==> src/rtl/otter_csr_if.sv <==
// otter_csr_if: strobe, address/data and trap-vector signals between the OTTER CU and its CSR file.
interface otter_csr_if;
  logic        INTR;
  logic        csr_WE;
  logic        int_taken;
  logic        mret_exec;
  logic [11:0] addr;
  logic [31:0] wd;
  logic [31:0] pc;
  logic [31:0] rd;
  logic [31:0] mtvec;
  logic [31:0] mepc;
  logic        mie;
  logic        intr_pending;
  modport master (
    output INTR, csr_WE, int_taken, mret_exec, addr, wd, pc,
    input  rd, mtvec, mepc, mie, intr_pending
  );
  modport slave (
    input  INTR, csr_WE, int_taken, mret_exec, addr, wd, pc,
    output rd, mtvec, mepc, mie, intr_pending
  );
endinterface

==> src/rtl/otter_csr.sv <==
// otter_csr: machine-mode CSR file and interrupt front end for the OTTER MCU; define OTTER_CSR_MCYCLE_EN to add read-only mcycle/mcycleh.
module otter_csr #(
  parameter logic [31:0] RESET_MTVEC = 32'h0000_0000
) (
  input  logic       CLK,
  input  logic       RST,
  otter_csr_if.slave bus
);
  localparam logic [11:0] A_MSTATUS = 12'h300;
  localparam logic [11:0] A_MTVEC   = 12'h305;
  localparam logic [11:0] A_MEPC    = 12'h341;
  localparam logic [11:0] A_MCAUSE  = 12'h342;
  localparam logic [11:0] A_MCYCLE  = 12'hB00;
  localparam logic [11:0] A_MCYCLEH = 12'hB80;
  logic        r_s1, r_s2, r_s3, r_pend, r_mie, r_mpie;
  logic [31:0] r_mtvec, r_mepc, r_mcause;
  logic [31:0] w_cyc_lo, w_cyc_hi;
  logic        w_edge;
  assign w_edge = r_s2 & ~r_s3;
  always_ff @(posedge CLK or posedge RST)
    if (RST) begin
      r_s1     <= 1'b0;
      r_s2     <= 1'b0;
      r_s3     <= 1'b0;
      r_pend   <= 1'b0;
      r_mie    <= 1'b0;
      r_mpie   <= 1'b0;
      r_mtvec  <= RESET_MTVEC & ~32'h3;
      r_mepc   <= 32'h0;
      r_mcause <= 32'h0;
    end else begin
      r_s1   <= bus.INTR;
      r_s2   <= r_s1;
      r_s3   <= r_s2;
      // a new edge outranks a same-cycle trap entry so the request is not dropped
      r_pend <= w_edge | (r_pend & ~bus.int_taken);
      if (bus.int_taken) begin
        r_mepc   <= bus.pc & ~32'h3;
        r_mcause <= 32'h8000_000B;
        r_mpie   <= r_mie;
        r_mie    <= 1'b0;
      end else if (bus.mret_exec) begin
        r_mie  <= r_mpie;
        r_mpie <= 1'b1;
      end else if (bus.csr_WE) begin
        if (bus.addr == A_MSTATUS) begin
          r_mie  <= bus.wd[3];
          r_mpie <= bus.wd[7];
        end
        if (bus.addr == A_MTVEC)  r_mtvec  <= bus.wd & ~32'h3;
        if (bus.addr == A_MEPC)   r_mepc   <= bus.wd & ~32'h3;
        if (bus.addr == A_MCAUSE) r_mcause <= bus.wd;
      end
    end
`ifdef OTTER_CSR_MCYCLE_EN
  logic [63:0] r_mcycle;
  always_ff @(posedge CLK or posedge RST)
    if (RST) r_mcycle <= 64'h0;
    else     r_mcycle <= r_mcycle + 64'd1;
  assign w_cyc_lo = r_mcycle[31:0];
  assign w_cyc_hi = r_mcycle[63:32];
`else
  assign w_cyc_lo = 32'h0;
  assign w_cyc_hi = 32'h0;
`endif
  always_comb begin
    bus.rd = (bus.addr == A_MSTATUS) ? {24'h0, r_mpie, 3'b000, r_mie, 3'b000} :
             (bus.addr == A_MTVEC)   ? r_mtvec  :
             (bus.addr == A_MEPC)    ? r_mepc   :
             (bus.addr == A_MCAUSE)  ? r_mcause :
             (bus.addr == A_MCYCLE)  ? w_cyc_lo :
             (bus.addr == A_MCYCLEH) ? w_cyc_hi : 32'h0;
  end
  assign bus.mtvec        = r_mtvec;
  assign bus.mepc         = r_mepc;
  assign bus.mie          = r_mie;
  assign bus.intr_pending = r_pend & r_mie;
endmodule

==> src/flat_wrapper.sv <==
// flat-port wrapper written by rule: the top's interface ports become plain ports
module otter_csr_flat 
#(
  parameter logic [31:0] RESET_MTVEC = 32'h0000_0000
)
  (CLK, RST, bus_INTR, bus_csr_WE, bus_int_taken, bus_mret_exec, bus_addr, bus_wd, bus_pc, bus_rd, bus_mtvec, bus_mepc, bus_mie, bus_intr_pending);
  otter_csr_if bus_i ();
  input  logic CLK;
  input  logic RST;
  input wire logic [$bits(bus_i.INTR)-1:0] bus_INTR;
  input wire logic [$bits(bus_i.csr_WE)-1:0] bus_csr_WE;
  input wire logic [$bits(bus_i.int_taken)-1:0] bus_int_taken;
  input wire logic [$bits(bus_i.mret_exec)-1:0] bus_mret_exec;
  input wire logic [$bits(bus_i.addr)-1:0] bus_addr;
  input wire logic [$bits(bus_i.wd)-1:0] bus_wd;
  input wire logic [$bits(bus_i.pc)-1:0] bus_pc;
  output wire logic [$bits(bus_i.rd)-1:0] bus_rd;
  output wire logic [$bits(bus_i.mtvec)-1:0] bus_mtvec;
  output wire logic [$bits(bus_i.mepc)-1:0] bus_mepc;
  output wire logic [$bits(bus_i.mie)-1:0] bus_mie;
  output wire logic [$bits(bus_i.intr_pending)-1:0] bus_intr_pending;
  assign bus_i.INTR = bus_INTR;
  assign bus_i.csr_WE = bus_csr_WE;
  assign bus_i.int_taken = bus_int_taken;
  assign bus_i.mret_exec = bus_mret_exec;
  assign bus_i.addr = bus_addr;
  assign bus_i.wd = bus_wd;
  assign bus_i.pc = bus_pc;
  assign bus_rd = bus_i.rd;
  assign bus_mtvec = bus_i.mtvec;
  assign bus_mepc = bus_i.mepc;
  assign bus_mie = bus_i.mie;
  assign bus_intr_pending = bus_i.intr_pending;
  otter_csr #(.RESET_MTVEC(RESET_MTVEC)) u_core (.CLK(CLK), .RST(RST), .bus(bus_i));
endmodule
==> config.mk <==
export PLATFORM = sky130hd
export DESIGN_NAME = otter_csr_flat
export DESIGN_NICKNAME = d
export VERILOG_FILES = /design/src/rtl/otter_csr_if.sv /design/src/rtl/otter_csr.sv /design/src/flat_wrapper.sv
export SDC_FILE = /design/constraint.sdc
export NUM_CORES = 1
export LEC_CHECK = 0
export BUFFER_PORTS_ARGS = -buffer_cell sky130_fd_sc_hd__buf_2
export CAP_MARGIN = 20
export CORE_UTILIZATION = 51
export CTS_CLUSTER_SIZE = 14
export DETAILED_ROUTE_END_ITERATION = 6
export GPL_ROUTABILITY_DRIVEN = 0
export PLACE_DENSITY = 0.83
export SETUP_SLACK_MARGIN = 0.4
export SYNTH_ARGS = -nofsm -noshare
export SYNTH_HDL_FRONTEND = slang
export SYNTH_SLANG_ARGS = --single-unit
==> constraint.sdc <==
create_clock -name CLK -period 6.6 [get_ports CLK]
set_input_delay 1.32 -clock CLK [delete_from_list [all_inputs] [get_ports CLK]]
set_output_delay 1.32 -clock CLK [all_outputs]
set_load 0.05 [all_outputs]
==> Implementation_results.wiki, run 1 <==
{| class="wikitable"
! Metric !! Value
|-
| Result of the run || finished, violations left
|-
| Failing checks || DRC
|-
| Portion of the clock cycle consumed by the worst path in the final layout || 0.763
|-
| Hold-fix buffers at CTS || 0
|-
| CP Launch Point || bus_addr[10]
|-
| Critical path required time || around 5300 ps
|-
| Half-perimeter wire length of the detailed placement result || 8.36 mm
|-
| Number of enable flip-flop cells after synthesis || 0
|-
| Inserted Diodes || 0
|-
| Top achievable clock speed || just under 0.2 GHz
|-
| Wire length of the first global-routing pass || 19.9 mm
|-
| Most instantiated cells after synthesis || sky130_fd_sc_hd__dfrtp_1, sky130_fd_sc_hd__inv_1, sky130_fd_sc_hd__nand2_1, sky130_fd_sc_hd__mux2i_1, sky130_fd_sc_hd__mux2_1
|-
| Die W || 97.8 um
|-
| Post-CTS setup-driven buffer insertion count || 0
|-
| Total die area || approximately 9600 um^2
|-
| CTS-repair resized insts || 0
|-
| Routed vias/inst || 5.84
|-
| Top layer reached by signal wires || met4
|-
| RSZ-0062 raised after global routing || false
|-
| Crit path launch type || primary input
|-
| Area contributors post-synth || sky130_fd_sc_hd__dfrtp_1, sky130_fd_sc_hd__mux2_1, sky130_fd_sc_hd__mux2i_1
|-
| Area share of the largest cell type after synthesis || 0.524
|-
| Setup Crit Path Kind || in2out
|-
| Total length of routed met3 wires || between 700 and 800 um
|-
| TritonCTS clock tree || done
|-
| Worst path arrival time || 3710 ps
|-
| Initial standard-cell utilization of the core || 0.532
|-
| Max FO, Critical Path || 15
|-
| Met2 routed wirelength || about 6.0 mm
|-
| Wirelength, routed || between 10 and 15 mm
|-
| Final Slew Violations || 0
|-
| Congestion Overflow GR || 0
|-
| Routed length per placed instance || approximately 18 um
|-
| Die Span Y || between 90 and 100 um
|-
| Post-route DRC violation count || 24
|-
| Hold_sp || u_core.r_s1
|-
| Final Hold Vio Count || 0
|-
| Total number of clock tree sinks || 98
|-
| Port Buf Inserts || between 150 and 200
|-
| Area Growth Syn to Fin || 24.1%
|-
| Fill cell count || 706
|-
| Count of nets after finishing || approximately 650
|-
| Proportion of register bits with asynchronous set or reset after synthesis || 1.00
|-
| Root buffer cell || sky130_fd_sc_hd__clkbuf_8
|-
| Post-layout worst setup margin || approximately 1600 ps
|-
| Number of detailed-route iterations in the first pass || 7
|-
| Rows || 34
|-
| Vias in the first global route || 3979
|-
| Number of CTS-inserted buffers || 9
|-
| Rel. slew slack || 0.254
|-
| Leakage power figure || between 3 and 4 nW
|-
| Io pins || 180
|-
| CTS H-Tree Depth || 3
|-
| Reg2Reg Launch Point || u_core.bus.mie
|-
| Detailed-routing wirelength on met1 || about 5.0 mm
|-
| Total Routing Usage GR || 0.262
|-
| Number of synthesis warnings || 0
|-
| Clock latency on the worst-skew pair || 360 ps
|-
| Clock tree skew after final layout || around 2.7 ps
|-
| DRT iter0 DRCs || roughly 330
|-
| Final number of setup-violating endpoints || 0
|-
| Max Root-Sink Buffers || 2
|-
| Total power per unit cell area || ~210 nW/um^2
|-
| CTS clock-pin slew for the worst setup and hold paths || about 90 ps
|-
| Hold crit path type || reg2reg
|-
| Fin util || 0.660
|-
| Synth Flop Type || sky130_fd_sc_hd__dfrtp_1
|-
| Post-Place Worst Slack || approximately 1600 ps
|-
| Share of synthesized area occupied by flip-flops and latches || 0.524
|-
| Sum of negative setup slack || 0 ps
|-
| Pin count of the biggest net entering global routing || 70
|-
| Placed cell area || roughly 5600 um^2
|-
| Mean Syn Cell Area || approximately 12 um^2
|-
| Endpoint type of the worst setup path || output port
|-
| Worst slew pin tran || 1110 ps
|-
| Post-synth design cell area || roughly 4700 um^2
|-
| Final hold slack || between 300 and 400 ps
|-
| Initial antenna violation count || 0
|-
| Max-capacitance violation count || 0
|-
| Core footprint || slightly below 9000 um^2
|-
| Synthesized instance count || 404
|-
| Number of flip-flops and latches in the synthesized netlist || just under 100
|-
| Most numerous cell in the Yosys netlist || sky130_fd_sc_hd__dfrtp_1
|-
| Fraction of final layout cells with drive strength greater than 1 || 0.362
|-
| Via count || between 3000 and 4000
|-
| VDD IR-drop max || 0.100 mV
|-
| Minimum clock period || roughly 5000 ps
|-
| Non-Filler Cell Area, Final || between 5000 and 6000 um^2
|-
| Post-synthesis cell type with the largest combined area || sky130_fd_sc_hd__dfrtp_1
|-
| Post-synth cell types || between 40 and 50
|-
| Post-DRT Antenna Nets || 0
|}
-- logic make-up after synthesis --
kind of cell,Yosys count,share of synthesized area
DFF,98,0.524
AOI/OAI and AO/OA,101,0.166
and+or+nand+nor,70,0.0895
other,1,0.000801
buffers and inverters,69,0.0730
muxes,65,0.147
-- where the power goes --
part	internal (mW)	switching, mW	leakage, nW	total (mW)
Clock	0.207	0.205	0.106	0.413
Sequential	0.619	0.0151	1.28	0.635
Combinational	0.0484	0.131	1.81	0.179
-- cells in the final DEF, fill, tap and decap left out, types with 3 or more instances in the layout --
cell                       count
sky130_fd_sc_hd__nor4_4        3
sky130_fd_sc_hd__inv_1        35
sky130_fd_sc_hd__buf_4        10
sky130_fd_sc_hd__dfrtp_1      98
sky130_fd_sc_hd__and2_1        3
sky130_fd_sc_hd__buf_2       173
sky130_fd_sc_hd__nand3b_1      3
sky130_fd_sc_hd__a22o_1       28
sky130_fd_sc_hd__clkbuf_8     12
sky130_fd_sc_hd__mux2_1       31
sky130_fd_sc_hd__a222oi_1     28
sky130_fd_sc_hd__mux2i_1      34
sky130_fd_sc_hd__a21oi_1       5
sky130_fd_sc_hd__nand2_1      36
sky130_fd_sc_hd__o21ai_1      30
sky130_fd_sc_hd__nor2_1        6
sky130_fd_sc_hd__conb_1        4
-- critical path, stage by stage --
cell                       delay [ps]
sky130_fd_sc_hd__buf_2            110
sky130_fd_sc_hd__or4_4            600
sky130_fd_sc_hd__nor4_4           860
sky130_fd_sc_hd__buf_4            370
sky130_fd_sc_hd__a222oi_1         110
sky130_fd_sc_hd__inv_1             80
sky130_fd_sc_hd__buf_2            260
-- through the flow --
stage,cells,power (mW)
finish,682,1.23
global route,682,1.27
CTS,681,1.23
detailed placement,665,0.826
global placement,665,0.820
floorplan,407,0.762
-- layer usage --
| layer | vias up | track usage |
|---|---|---|
| met1 | 1972 | 0.345 |
| met4 | 0 | 0.115 |
| met2 | 183 | 0.428 |
| met3 | 21 | 0.0444 |
| met5 | - | 0 |
| li1 | 1804 | - |
-- registers in the layout, summed over array words and instances, names as in the netlist --
name	cells
u_core.bus.mie	1
u_core.r_mcause	32
u_core.r_pend	1
u_core.r_s1	1
u_core.bus.mepc	30
u_core.r_s3	1
u_core.r_mpie	1
u_core.r_s2	1
u_core.bus.mtvec	30
-- worst paths after layout --
check                                       to  depth (start not counted)  slack [ps]
min reg2reg                        u_core.r_s2                          0         370
max in group asynchronous  u_core.r_mcause[20]                          3        4510
min                                u_core.r_s2                          0         370
max reg2reg                      u_core.r_mpie                          3        5580
max                                 bus_rd[27]                          7        1570
min in group asynchronous   u_core.bus.mepc[9]                          2        1020
-- area by class of cell --
cell class / instances / area [um^2] / share of cell area
clock buffers: 13 / 169 / 0.0291
flip-flops and latches: 98 / 2450 / 0.422
inverters: 36 / 138 / 0.0237
repair buffers: 184 / 956 / 0.165
clock inverters: 3 / 46.3 / 0.00797
well taps: 108 / 135 / 0.0233
multi-input cells: 240 / 1910 / 0.329
Power figures use the tool's default switching activity.
==> run 2, diff against run 1 <==
--- a/config.mk
+++ b/config.mk
@@ -7,11 +7,11 @@
 export LEC_CHECK = 0
 export BUFFER_PORTS_ARGS = -buffer_cell sky130_fd_sc_hd__buf_2
 export CAP_MARGIN = 20
-export CORE_UTILIZATION = 51
+export CORE_UTILIZATION = 49
 export CTS_CLUSTER_SIZE = 14
 export DETAILED_ROUTE_END_ITERATION = 6
 export GPL_ROUTABILITY_DRIVEN = 0
-export PLACE_DENSITY = 0.83
+export PLACE_DENSITY = 0.8
 export SETUP_SLACK_MARGIN = 0.4
 export SYNTH_ARGS = -nofsm -noshare
 export SYNTH_HDL_FRONTEND = slang
==> constraint.sdc (replaced) <==
create_clock -name CLK -period 4.7 [get_ports CLK]
set_input_delay 0.94 -clock CLK [delete_from_list [all_inputs] [get_ports CLK]]
set_output_delay 0.94 -clock CLK [all_outputs]
set_load 0.05 [all_outputs]
==> run 2 against run 1 <==
Compared with the run above:
- clock skew rose by 1.1 ps
- sequential power rose by 40%
- critical endpoint is now bus_rd[20]
- non-clock buffer count rose by 4
- highest routed layer unchanged
- the run now ends clean
==> Implementation_results.wiki, run 2 (synthesized netlist as in run 1, its figures left out) <==
{| class="wikitable"
! Metric !! Value
|-
| Port Buf Inserts || ~170
|-
| Most common cell after layout, fill and taps aside || sky130_fd_sc_hd__buf_2
|-
| Initial standard-cell utilization of the core || 0.507
|-
| Top achievable clock speed || about 0.27 GHz
|-
| TritonCTS clock tree || done
|-
| Final number of setup-violating endpoints || 0
|-
| Hold_sp || u_core.r_s1
|-
| Rel. slew slack || 0.503
|-
| Post-CTS setup-driven buffer insertion count || 0
|-
| Most frequent cells in the layout || sky130_fd_sc_hd__buf_2, sky130_fd_sc_hd__dfrtp_1, sky130_fd_sc_hd__nand2_1, sky130_fd_sc_hd__inv_1, sky130_fd_sc_hd__mux2i_1
|-
| Fraction of final layout cells with drive strength greater than 1 || 0.369
|-
| Half-perimeter wire length of the detailed placement result || between 8 and 9 mm
|-
| Result of the run || finished, final reports clean
|-
| RSZ-0062 raised after global routing || false
|-
| Congestion Overflow GR || 0
|-
| CP Cell Sequence || buf_2 > or4_4 > nor4_4 > buf_4 > a222oi_1 > inv_1 > buf_2
|-
| Max incr delay on CP || about 600 ps
|-
| Portion of the clock cycle consumed by the worst path in the final layout || 0.779
|-
| Cell with the most instances on the worst path || sky130_fd_sc_hd__buf_2
|-
| Die W || around 100 um
|-
| CTS clock-pin slew for the worst setup and hold paths || around 100 ps
|-
| Reg2Reg Launch Point || u_core.bus.mie
|-
| Total Routing Usage GR || 0.249
|-
| Wirelength, routed || between 10 and 15 mm
|-
| DRT iter0 DRCs || between 300 and 400
|-
| Wire length of the first global-routing pass || 19.4 mm
|-
| Sum of negative setup slack || 0 ps
|-
| Total Power || approximately 1.7 mW
|-
| FF/Latch Area || around 2500 um^2
|-
| Routed length per placed instance || approximately 17 um
|-
| Minimum clock period || about 3700 ps
|-
| Cell depth of the worst flop-to-flop path || 3
|-
| Final Hold Vio Count || 0
|-
| Non-Filler Cell Area, Final || ~6000 um^2
|-
| Endpoint type of the worst setup path || output port
|-
| Largest register FFs || 32
|-
| Number of detailed-route iterations in the first pass || 6
|-
| Path length in cells of the critical path || 7
|-
| Pin count of the biggest net entering global routing || 81
|-
| Multi-input gate area || 1910 um^2
|-
| Area Growth Syn to Fin || 25.2%
|-
| Setup Crit Path Kind || in2out
|-
| Clock tree skew after final layout || 3.81 ps
|-
| Total number of clock tree sinks || 98
|-
| Inserted Diodes || 0
|-
| Max Root-Sink Buffers || 2
|-
| Critical-path cell with the highest stage delay || sky130_fd_sc_hd__or4_4
|-
| CTS-repair resized insts || 0
|-
| Placed cell area || 5640 um^2
|-
| Post-route DRC violation count || 0
|-
| Buf+Inv Stages, Crit Path || 4
|-
| Root buffer cell || sky130_fd_sc_hd__clkbuf_8
|-
| Hold crit path type || reg2reg
|-
| Fill cell count || around 760
|-
| Minimum setup slack among reg-to-reg paths || roughly 3700 ps
|-
| Critical path required time || around 3800 ps
|-
| Reg-to-Reg End || u_core.r_mpie
|-
| Initial antenna violation count || 0
|-
| Top register by number of flip-flops || u_core.r_mcause
|-
| Post-DRT Antenna Nets || 0
|-
| Number of CTS-inserted buffers || 9
|-
| Via count || approximately 4000
|-
| CP Launch Point || bus_addr[10]
|-
| Total power per unit cell area || between 200 and 300 nW/um^2
|-
| Capturing element of the worst setup path || bus_rd[20]
|-
| Io pins || 180
|-
| Final Slew Violations || 0
|-
| VDD IR-drop max || approximately 0.13 mV
|-
| Top delay family on crit path || simple AND/OR/NAND/NOR gates
|-
| Worst path arrival time || between 2000 and 3000 ps
|-
| Clock latency on the worst-skew pair || 350 ps
|-
| Total die area || between 9000 and 10000 um^2
|-
| Count of nets after finishing || 655
|-
| Crit path launch type || primary input
|-
| Vias in the first global route || between 3000 and 4000
|-
| Die Span Y || approximately 100 um
|-
| Max FO, Critical Path || 15
|-
| Leakage power figure || about 3.2 nW
|-
| CTS H-Tree Depth || 3
|-
| Routed vias/inst || around 5.6
|-
| Max-capacitance violation count || 0
|-
| Rows || 35
|-
| Core footprint || a little over 9000 um^2
|-
| Hold-fix buffers at CTS || 0
|-
| Worst slew pin tran || between 700 and 800 ps
|}
-- run 2: routing by layer --
layer / part of all wire / vias to the layer above / track usage
met2: 0.49 / 195 / 0.408
met5: 0 / - / 0
met3: 0.076 / 18 / 0.0415
li1: - / 1816 / -
met4: 0.018 / 0 / 0.0928
met1: 0.42 / 1925 / 0.335
-- run 2: worst register-to-register path, cell delays in order (launching register included) --
cell and delay (ps):
sky130_fd_sc_hd__dfrtp_1 400, sky130_fd_sc_hd__inv_1 100, sky130_fd_sc_hd__a21oi_1 70, sky130_fd_sc_hd__mux2_1 310
-- run 2: worst min-delay path by stage --
stage / endpoint / slack [ps] / cells after the start
after floorplan: u_core.r_s2 / 330 / 0
after global placement: u_core.r_s2 / 340 / 0
after detailed placement: u_core.r_s2 / 340 / 0
after CTS: u_core.r_s2 / 360 / 0
after global routing: u_core.r_s2 / 370 / 0
final: u_core.r_s2 / 360 / 0
-- run 2: final cells by class --
class,count,share of cell area
Sequential cell,98,0.418
Tap cell,129,0.0275
Inverter,36,0.0235
Multi-Input combinational cell,240,0.327
Timing Repair Buffer,188,0.170
Clock buffer,12,0.0282
Clock inverter,4,0.00576
-- run 2: power breakdown --
group	internal, mW	total, mW	switching (mW)	leakage [nW]
clock network	0.240	0.535	0.295	0.0992
logic	0.0704	0.256	0.186	1.84
registers	0.870	0.891	0.0210	1.28
total	1.18	1.68	0.502	3.22
-- run 2: metrics by stage --
step,std cells,setup slack (ps),utilization,hold slack [ps]
3_3_place_gp,690,1070,0.610,336
5_1_grt,707,961,0.635,367
3_5_place_dp,690,1070,0.610,339
2_1_floorplan,407,1060,-,331
4_1_cts,706,1050,0.632,362
6_report,707,1040,0.635,359
